$ cat config.mk
export PLATFORM = sky130hd
export DESIGN_NAME = mux_select_ctrl
export DESIGN_NICKNAME = d
export VERILOG_FILES = /design/src/rtl/mux_ctrl_pkg.sv /design/src/rtl/debounce_filter.sv /design/src/rtl/mux_select_ctrl.sv
export SDC_FILE = /design/constraint.sdc
export NUM_CORES = 1
export LEC_CHECK = 0
export ABC_AREA = 1
export CORE_AREA = 2 2 39 41
export DETAILED_ROUTE_END_ITERATION = 10
export DIE_AREA = 0 0 41 43
export PLACE_DENSITY = 0.58
export RECOVER_POWER = 25
export SYNTH_ARGS = -nofsm -noshare
export SYNTH_HDL_FRONTEND = slang
export SYNTH_SLANG_ARGS = --single-unit
$ cat constraint.sdc
create_clock -name clk -period 1.45 [get_ports clk]
set_input_delay 0.435 -clock clk [delete_from_list [all_inputs] [get_ports clk]]
set_output_delay 0.435 -clock clk [all_outputs]
set_load 0.1 [all_outputs]
$ cat src/rtl/mux_ctrl_pkg.sv
// Shared defaults and sizing helper for the mux select control block.
// Pure declarations; no logic, no latency.
package mux_ctrl_pkg;

  localparam int DEBOUNCE_CYCLES_DEF = 16;
  localparam int AUTO_PERIOD_DEF     = 8;

  // Bits needed to hold values 0..n inclusive.
  function automatic int cnt_width(input int n);
    return $clog2(n + 1);
  endfunction

endpackage

$ cat src/rtl/debounce_filter.sv
// Two-FF synchroniser, stability-count debouncer and rising-edge detector for a raw button.
// dout follows din DEBOUNCE_CYCLES+2 edges after din settles; rise is combinational with dout's update edge.
module debounce_filter
  import mux_ctrl_pkg::*;
#(
  parameter int DEBOUNCE_CYCLES = DEBOUNCE_CYCLES_DEF
) (
  input  logic clk,
  input  logic reset,
  input  logic din,
  output logic dout,
  output logic rise
);

  localparam int CW = cnt_width(DEBOUNCE_CYCLES);

  logic          sync1_q;
  logic          sync2_q;
  logic          clean_q;
  logic          clean_d;
  logic [CW-1:0] cnt_q;
  logic [CW-1:0] cnt_d;

  // Any sample agreeing with the current clean level restarts the stability count.
  always_comb begin
    clean_d = clean_q;
    cnt_d   = cnt_q;
    if (sync2_q == clean_q) begin
      cnt_d = '0;
    end else if (cnt_q == CW'(DEBOUNCE_CYCLES - 1)) begin
      clean_d = sync2_q;
      cnt_d   = '0;
    end else begin
      cnt_d = cnt_q + CW'(1);
    end
  end

  always_ff @(posedge clk) begin
    if (reset) begin
      sync1_q <= 1'b0;
      sync2_q <= 1'b0;
      clean_q <= 1'b0;
      cnt_q   <= '0;
    end else begin
      sync1_q <= din;
      sync2_q <= sync1_q;
      clean_q <= clean_d;
      cnt_q   <= cnt_d;
    end
  end

  assign dout = clean_q;
  assign rise = clean_d & ~clean_q;

endmodule

$ cat src/rtl/mux_select_ctrl.sv
// Generates the registered 2:1 mux select: toggles on each clean button press or every AUTO_PERIOD cycles in auto mode.
// select and toggle_pulse update on the same edge as the triggering event; no backpressure.
module mux_select_ctrl
  import mux_ctrl_pkg::*;
#(
  parameter int   DEBOUNCE_CYCLES = DEBOUNCE_CYCLES_DEF,
  parameter int   AUTO_PERIOD     = AUTO_PERIOD_DEF,
  parameter logic SEL_RESET       = 1'b0
) (
  input  logic clk,
  input  logic reset,
  input  logic btn,
  input  logic auto_en,
  output logic select,
  output logic toggle_pulse,
  output logic btn_clean
);

  localparam int PW = cnt_width(AUTO_PERIOD - 1);

  logic          press;
  logic          auto_evt;
  logic          tog;
  logic [PW-1:0] pcnt_q;
  logic [PW-1:0] pcnt_d;
  logic          sel_q;
  logic          sel_d;
  logic          pulse_q;

  debounce_filter #(
    .DEBOUNCE_CYCLES(DEBOUNCE_CYCLES)
  ) u_debounce (
    .clk  (clk),
    .reset(reset),
    .din  (btn),
    .dout (btn_clean),
    .rise (press)
  );

  assign auto_evt = auto_en & (pcnt_q == PW'(AUTO_PERIOD - 1));
  // A press coinciding with an auto event collapses into a single flip.
  assign tog      = press | auto_evt;

  always_comb begin
    pcnt_d = '0;
    if (auto_en && !auto_evt) begin
      pcnt_d = pcnt_q + PW'(1);
    end
  end

  assign sel_d = tog ? ~sel_q : sel_q;

  always_ff @(posedge clk) begin
    if (reset) begin
      pcnt_q  <= '0;
      sel_q   <= SEL_RESET;
      pulse_q <= 1'b0;
    end else begin
      pcnt_q  <= pcnt_d;
      sel_q   <= sel_d;
      pulse_q <= tog;
    end
  end

  assign select       = sel_q;
  assign toggle_pulse = pulse_q;

endmodule

==> impl_results.md, run 1 <==
- Worst slew pin tran: 0.1641 ns
- VDD IR max: 440.0 uV
- # diodes: 0
- Pin count of the biggest net entering global routing: 8
- Power per cell area: 886.0 nW/um^2
- GPL Wtd Cong: 0.7226
- Syn avg cell area: 8.886 um^2
- Register share of total power: 59.5%
- CTS tree: done
- Setup_tns: 0 ns
- Share of layout cells above drive strength 1: 30.56%
- Hold Crit Depth: 2
- Register area share after synthesis: 49.64%
- GRT Total Usage: 11.49%
- Drt drc: 0
- Final hold vios: 0
- Maximum clock path buffer count: 2
- Num CTS Buffers: 3
- Max Slew Vio Count: 0
- Largest cells by area after synthesis: dfxtp_1 50%, ha_1 9.5%, nor2_1 8.6%
- Initial cell density of the core: 37.88%
- Final instance area: 693.2 um^2
- Dpl cell area: 650.6 um^2
- Site Rows: 14
- Final setup viols: 0
- R2R Setup Slk: 0.12 ns
- Peak Freq: 751.1 MHz
- Tmin final: between 1 and 1.5 ns
- ANT nets after route: 0
- Yosys warns: 0
- Mapped Area: 524.3 um^2
- Most frequent cells in the layout: 11 x inv_1, 11 x nor2_1, 11 x dfxtp_1, 5 x nand2_1
- Worst clock skew: 0.004934 ns
- Hold Crit Class: flop to flop
- Logic pwr share: 4.4%
- DRT iter0 DRCs: 6
- Antenna violations before repair: 0
- Crit path kind: flop to flop
- Routed len/inst: approximately 9 um
- Hold EP: u_debounce.sync2_q
- Die area: 1763 um^2
- Drt pass-1 iters: 3
- Largest area contributor in the netlist: dfxtp_1
- Relative slew slack: 88.99%
- CP Data Required Time: 1.62 ns
- Cells on worst reg2reg path: 7
- Global-route wire length before repair: 1255 um
- Root Buffer: clkbuf_4
- Worst Setup Start Kind: flop
- Mapped Nets: 67
- Worst r2r src: u_debounce.cnt_q[0]
- Vias in the first global route: 328
- DIE WIDTH: 41 um
- CTS H-tree depth: 1
- Maximum capacitance violations: 0
- PortBufs: 6
- Total placed cells including tap cells: 83
- Worst reg2reg endpoint: select
- Clk Latency, worst-skew pair: 0.27 ns
- Top-area cell type share of the netlist area: 49.64%
- Yosys cell types: 17
- Crit. End Element: flop
- Sw power: 131.3 uW
- GRT Residual Overflow: 0
- Net Sw Frac: 21.38%
- Vias: 380
- #FFs+latches synth: 13
- Hpwl dp: 559.8 um
- Sink Count: 13
- Area growth, synth to finish: 32.22%
- Nets: 81
- Period Utilization, post-route: 91.82%
- Worst hold path startpoint: u_debounce.sync1_q
- Via density: 4.318
- Hold WS: between 0.4 and 0.5 ns
- Crit path max fanout: 3
- Post-Layout Cell Count: 88
- Core Footprint: 1384 um^2
- Cell Int Power: a little under 500 uW
- LEAKAGE: around 0.00029 uW
- Reg clk slew, reported paths: 0.08 ns
- I/O pins: 7
- Final wirelength: 797 um
- Status: finished, final reports clean
- Hold buffers post-CTS: 0
- Critical path arrival: ~1.5 ns
- Cells after Synth: 59
- Clk pwr share: between 30% and 40%
- Die H: 43 um
[routing by layer]
layer / track usage, % / wire (um) / up-vias
met3: 3.141 / 27 / 2
met5: 0 / 0 / -
li1: - / - / 208
met4: 14.00 / 22 / 0
met2: 12.19 / 337 / 6
met1: 15.64 / 409 / 164
[metrics by stage]
step	worst slack [ns]	util, %	power [uW]
3_5_place_dp	0.07418	47.02	403.6
6_report	0.1186	50.09	614.2
3_3_place_gp	0.08298	47.02	403.3
5_1_grt	-0.02550	50.09	648.0
4_1_cts	0.05451	48.92	632.8
2_1_floorplan	0.05556	-	387.4
[state kept, by name, summed over array words and instances (netlist names)]
signal / count
u_debounce.sync2_q: 1
u_debounce.sync1_q: 1
u_debounce.cnt_q: 5
pcnt_q: 3
select: 1
u_debounce.dout: 1
toggle_pulse: 1
[cell usage after synthesis, drive strengths merged]
cell	count
nand4	1
dfxtp	13
nand3	4
inv	12
a211oi	1
nand3b	1
nand2	6
a21oi	3
nor2	13
nor3	1
ha	4
[kinds of logic (layout without fill, tap and decap cells)]
kind of cell / count (synthesis) / in the layout / synth area share (%)
compound gates: 4 / 4 / 5.013
simple gates: 26 / 26 / 27.21
buf+inv: 12 / 25 / 8.591
flops: 13 / 13 / 49.64
fa+ha+maj: 4 / 4 / 9.547
[worst max-delay path by stage]
stage                        startpoint  cells after the start             endpoint
floorplan                        select                      3               select
global placement                  reset                      4  u_debounce.cnt_q[3]
detailed placement                reset                      4  u_debounce.cnt_q[2]
CTS                 u_debounce.cnt_q[1]                      7               select
global route        u_debounce.cnt_q[0]                      7               select
finish              u_debounce.cnt_q[0]                      7               select
[power by group through the flow]
| stage | Sequential (uW) | Clock [uW] | Combinational (uW) |
|---|---|---|---|
| finish | 366 | 221 | 27.3 |
| global route | 366 | 249 | 32.4 |
| CTS | 366 | 237 | 29.5 |
| detailed placement | 374 | 0 | 29.3 |
| global placement | 374 | 0 | 29.0 |
| floorplan | 374 | 0 | 13.3 |
[area by class of cell]
| class | instances | area, um^2 |
|---|---|---|
| multi-input cells | 34 | 230.2 |
| repair buffers | 9 | 108.9 |
| clock buffers | 4 | 26.28 |
| inverters | 12 | 45.04 |
| well taps | 16 | 20.02 |
| flip-flops and latches | 13 | 262.8 |
| fillers | 134 | 690.7 |
[critical path: stages, from the launching register on]
cell and delay (ns):
dfxtp_1 0.35, ha_2 0.18, nand2_1 0.07, nor2_2 0.10
ha_2 0.22, nand3_2 0.12, a21oi_2 0.14, nor2_1 0.05
[what timing repair did]
item                       4_1_cts  5_1_grt
buffers inserted                 0        1
gates resized for setup          0        5
setup endpoints to repair        0        5
Note: power is estimated with default switching activity, not from simulation.
==> run 2, diff against run 1 <==
Settings changed: DONT_BUFFER_PORTS from default to 1, PLACE_DENSITY 0.58 to 0.52.
==> run 2 against run 1 <==
Setup slack better by 0.020 ns. Non-clock buffer count shrank 5. Wire length is 5.0% lower. First-iteration DRC count is 50% lower. Power down 2.6%. Sequential cell count unchanged. Via count down 1.8%. Sequential power hardly changed. Clock power shrank 3%. Critical path depth did not move. Critical path type unchanged. Largest cell class unchanged.
==> impl_results.md, run 2 (synthesis gave the netlist of run 1 again) <==
- Max FFs per register: 5
- Nets: 76
- Final wirelength: 757 um
- Vias: between 300 and 400
- Drt drc: 0
- Relative slew slack: 81.04%
- Critical path arrival: between 1 and 1.5 ns
- Register share of total power: roughly three fifths
- Crit. End Element: flop
- PortBufs: 0
- Clk pwr share: 36.0%
- Share of layout cells above drive strength 1: between 30% and 40%
- Clk Latency, worst-skew pair: 0.27 ns
- Worst Setup Start Kind: flop
- Tmin final: 1.311 ns
- VDD IR max: 435.8 uV
- Area growth, synth to finish: 21.00%
- Via density: 4.494
- Hpwl dp: 567.1 um
- Crit path max fanout: 4
- Core Footprint: 1384 um^2
- Power per cell area: about 940 nW/um^2
- Net Sw Frac: 20.39%
- CTS tree: done
- LEAKAGE: 0.0002634 uW
- Hold Crit Depth: 1
- Max Slew Vio Count: 0
- Site Rows: 14
- WL met3: 36 um
- Crit path kind: flop to flop
- CP startpoint: u_debounce.cnt_q[1]
- Antenna violations before repair: 0
- Hold buffers post-CTS: 0
- Die area: 1763 um^2
- # diodes: 0
- Fill cells: 138
- DRT iter0 DRCs: 3
- Sw power: 121.9 uW
- Maximum capacitance violations: 0
- Most frequent cells in the layout: 11 x inv_1, 11 x nor2_1, 11 x dfxtp_1, 5 x nand2_1
- I/O pins: 7
- Met2 wire length: 349 um
- GRT Residual Overflow: 0
- ANT nets after route: 0
- Worst clock skew: approximately 0.0035 ns
- Most flops, register: u_debounce.cnt_q
- Maximum clock path buffer count: 2
- Routed len/inst: 9.120 um
- Logic pwr share: 2.8%
- Flip-flop and latch area: 262.8 um^2
- Sink Count: 13
- Highest Signal Layer: met4
- Initial cell density of the core: 37.88%
- Worst r2r src: u_debounce.cnt_q[1]
- Num CTS Buffers: 3
- M1 WL: 360 um
- DIE WIDTH: just over 40 um
- Final hold vios: 0
- Period Utilization, post-route: 90.42%
- Status: finished, final reports clean
- Largest regs: u_debounce.cnt_q: 5 flops, pcnt_q: 3 flops
- Root Buffer: clkbuf_4
- Pin count of the biggest net entering global routing: 8
- Setup_tns: 0 ns
- GRT Total Usage: 11.31%
- Hold Crit Class: primary input to flop
- CTS H-tree depth: 1
- Postcts setup bufs: 0
- Power Total: 597.9 uW
- CP Data Required Time: roughly 1.6 ns
- Worst hold path startpoint: reset
- Final setup viols: 0
- Dpl cell area: 588.1 um^2
- Cell Int Power: roughly 480 uW
- GPL Wtd Cong: just under 0.7
- Drt pass-1 iters: 2
- Cells on worst reg2reg path: 7
- Layout Utilization: 45.84%
- Global-route wire length before repair: 1304 um
- Peak Freq: 762.7 MHz
- Worst slew pin tran: 0.2844 ns
- Die H: 43 um
- Resized cells post-CTS: 0
- Area occupied by multi-input gates: 237.7 um^2
- Vias in the first global route: 352
- Reg clk slew, reported paths: 0.08 ns
- Final instance area: between 600 and 700 um^2
==> run 2: cell type report <==
class,instances,share of cell area (%)
clock buffer,4,4.142
inverter,12,7.101
multi-input combinational,34,37.48
sequential,13,41.42
tap,16,3.156
timing repair buffer,4,6.706
==> run 2: per-stage QoR <==
step | instances | worst slack [ns] | hold WS, ns
after floorplan | 59 | 0.05556 | 0.3883
after global placement | 79 | 0.1316 | 0.3888
after detailed placement | 79 | 0.08306 | 0.3989
after CTS | 83 | 0.06680 | 0.2156
after global routing | 83 | -0.0007374 | 0.2113
final | 83 | 0.1389 | 0.2250
==> run 2: path summary, 6_finish.rpt <==
| kind | slack, ns | endpoint |
|---|---|---|
| setup / recovery | 0.14 | select |
| hold / removal | 0.22 | u_debounce.dout |
| setup reg to reg | 0.14 | select |
| hold reg to reg | 0.41 | u_debounce.sync2_q |
==> run 2: per-layer routing <==
layer	up-vias	GRT usage (%)
li1	201	-
met1	165	13.77
met2	5	15.31
met3	2	3.141
met4	0	10.00
met5	-	0
==> run 2: power groups by stage <==
stage	Combinational, uW	Sequential (uW)	Clock, uW
after global placement	16.5	374	0
after CTS	16.9	366	229
after detailed placement	16.7	374	0
after global routing	19.8	367	242
after floorplan	13.3	374	0
final	16.5	366	215
==> run 2: worst max-delay path, cell delays in order, from the launching register on <==
cell and delay, ns:
dfxtp_2 0.35, ha_2 0.18, nand2_1 0.07, nor2_2 0.09, ha_2 0.24, nand3_4 0.10
a21oi_2 0.13, nor2_1 0.05
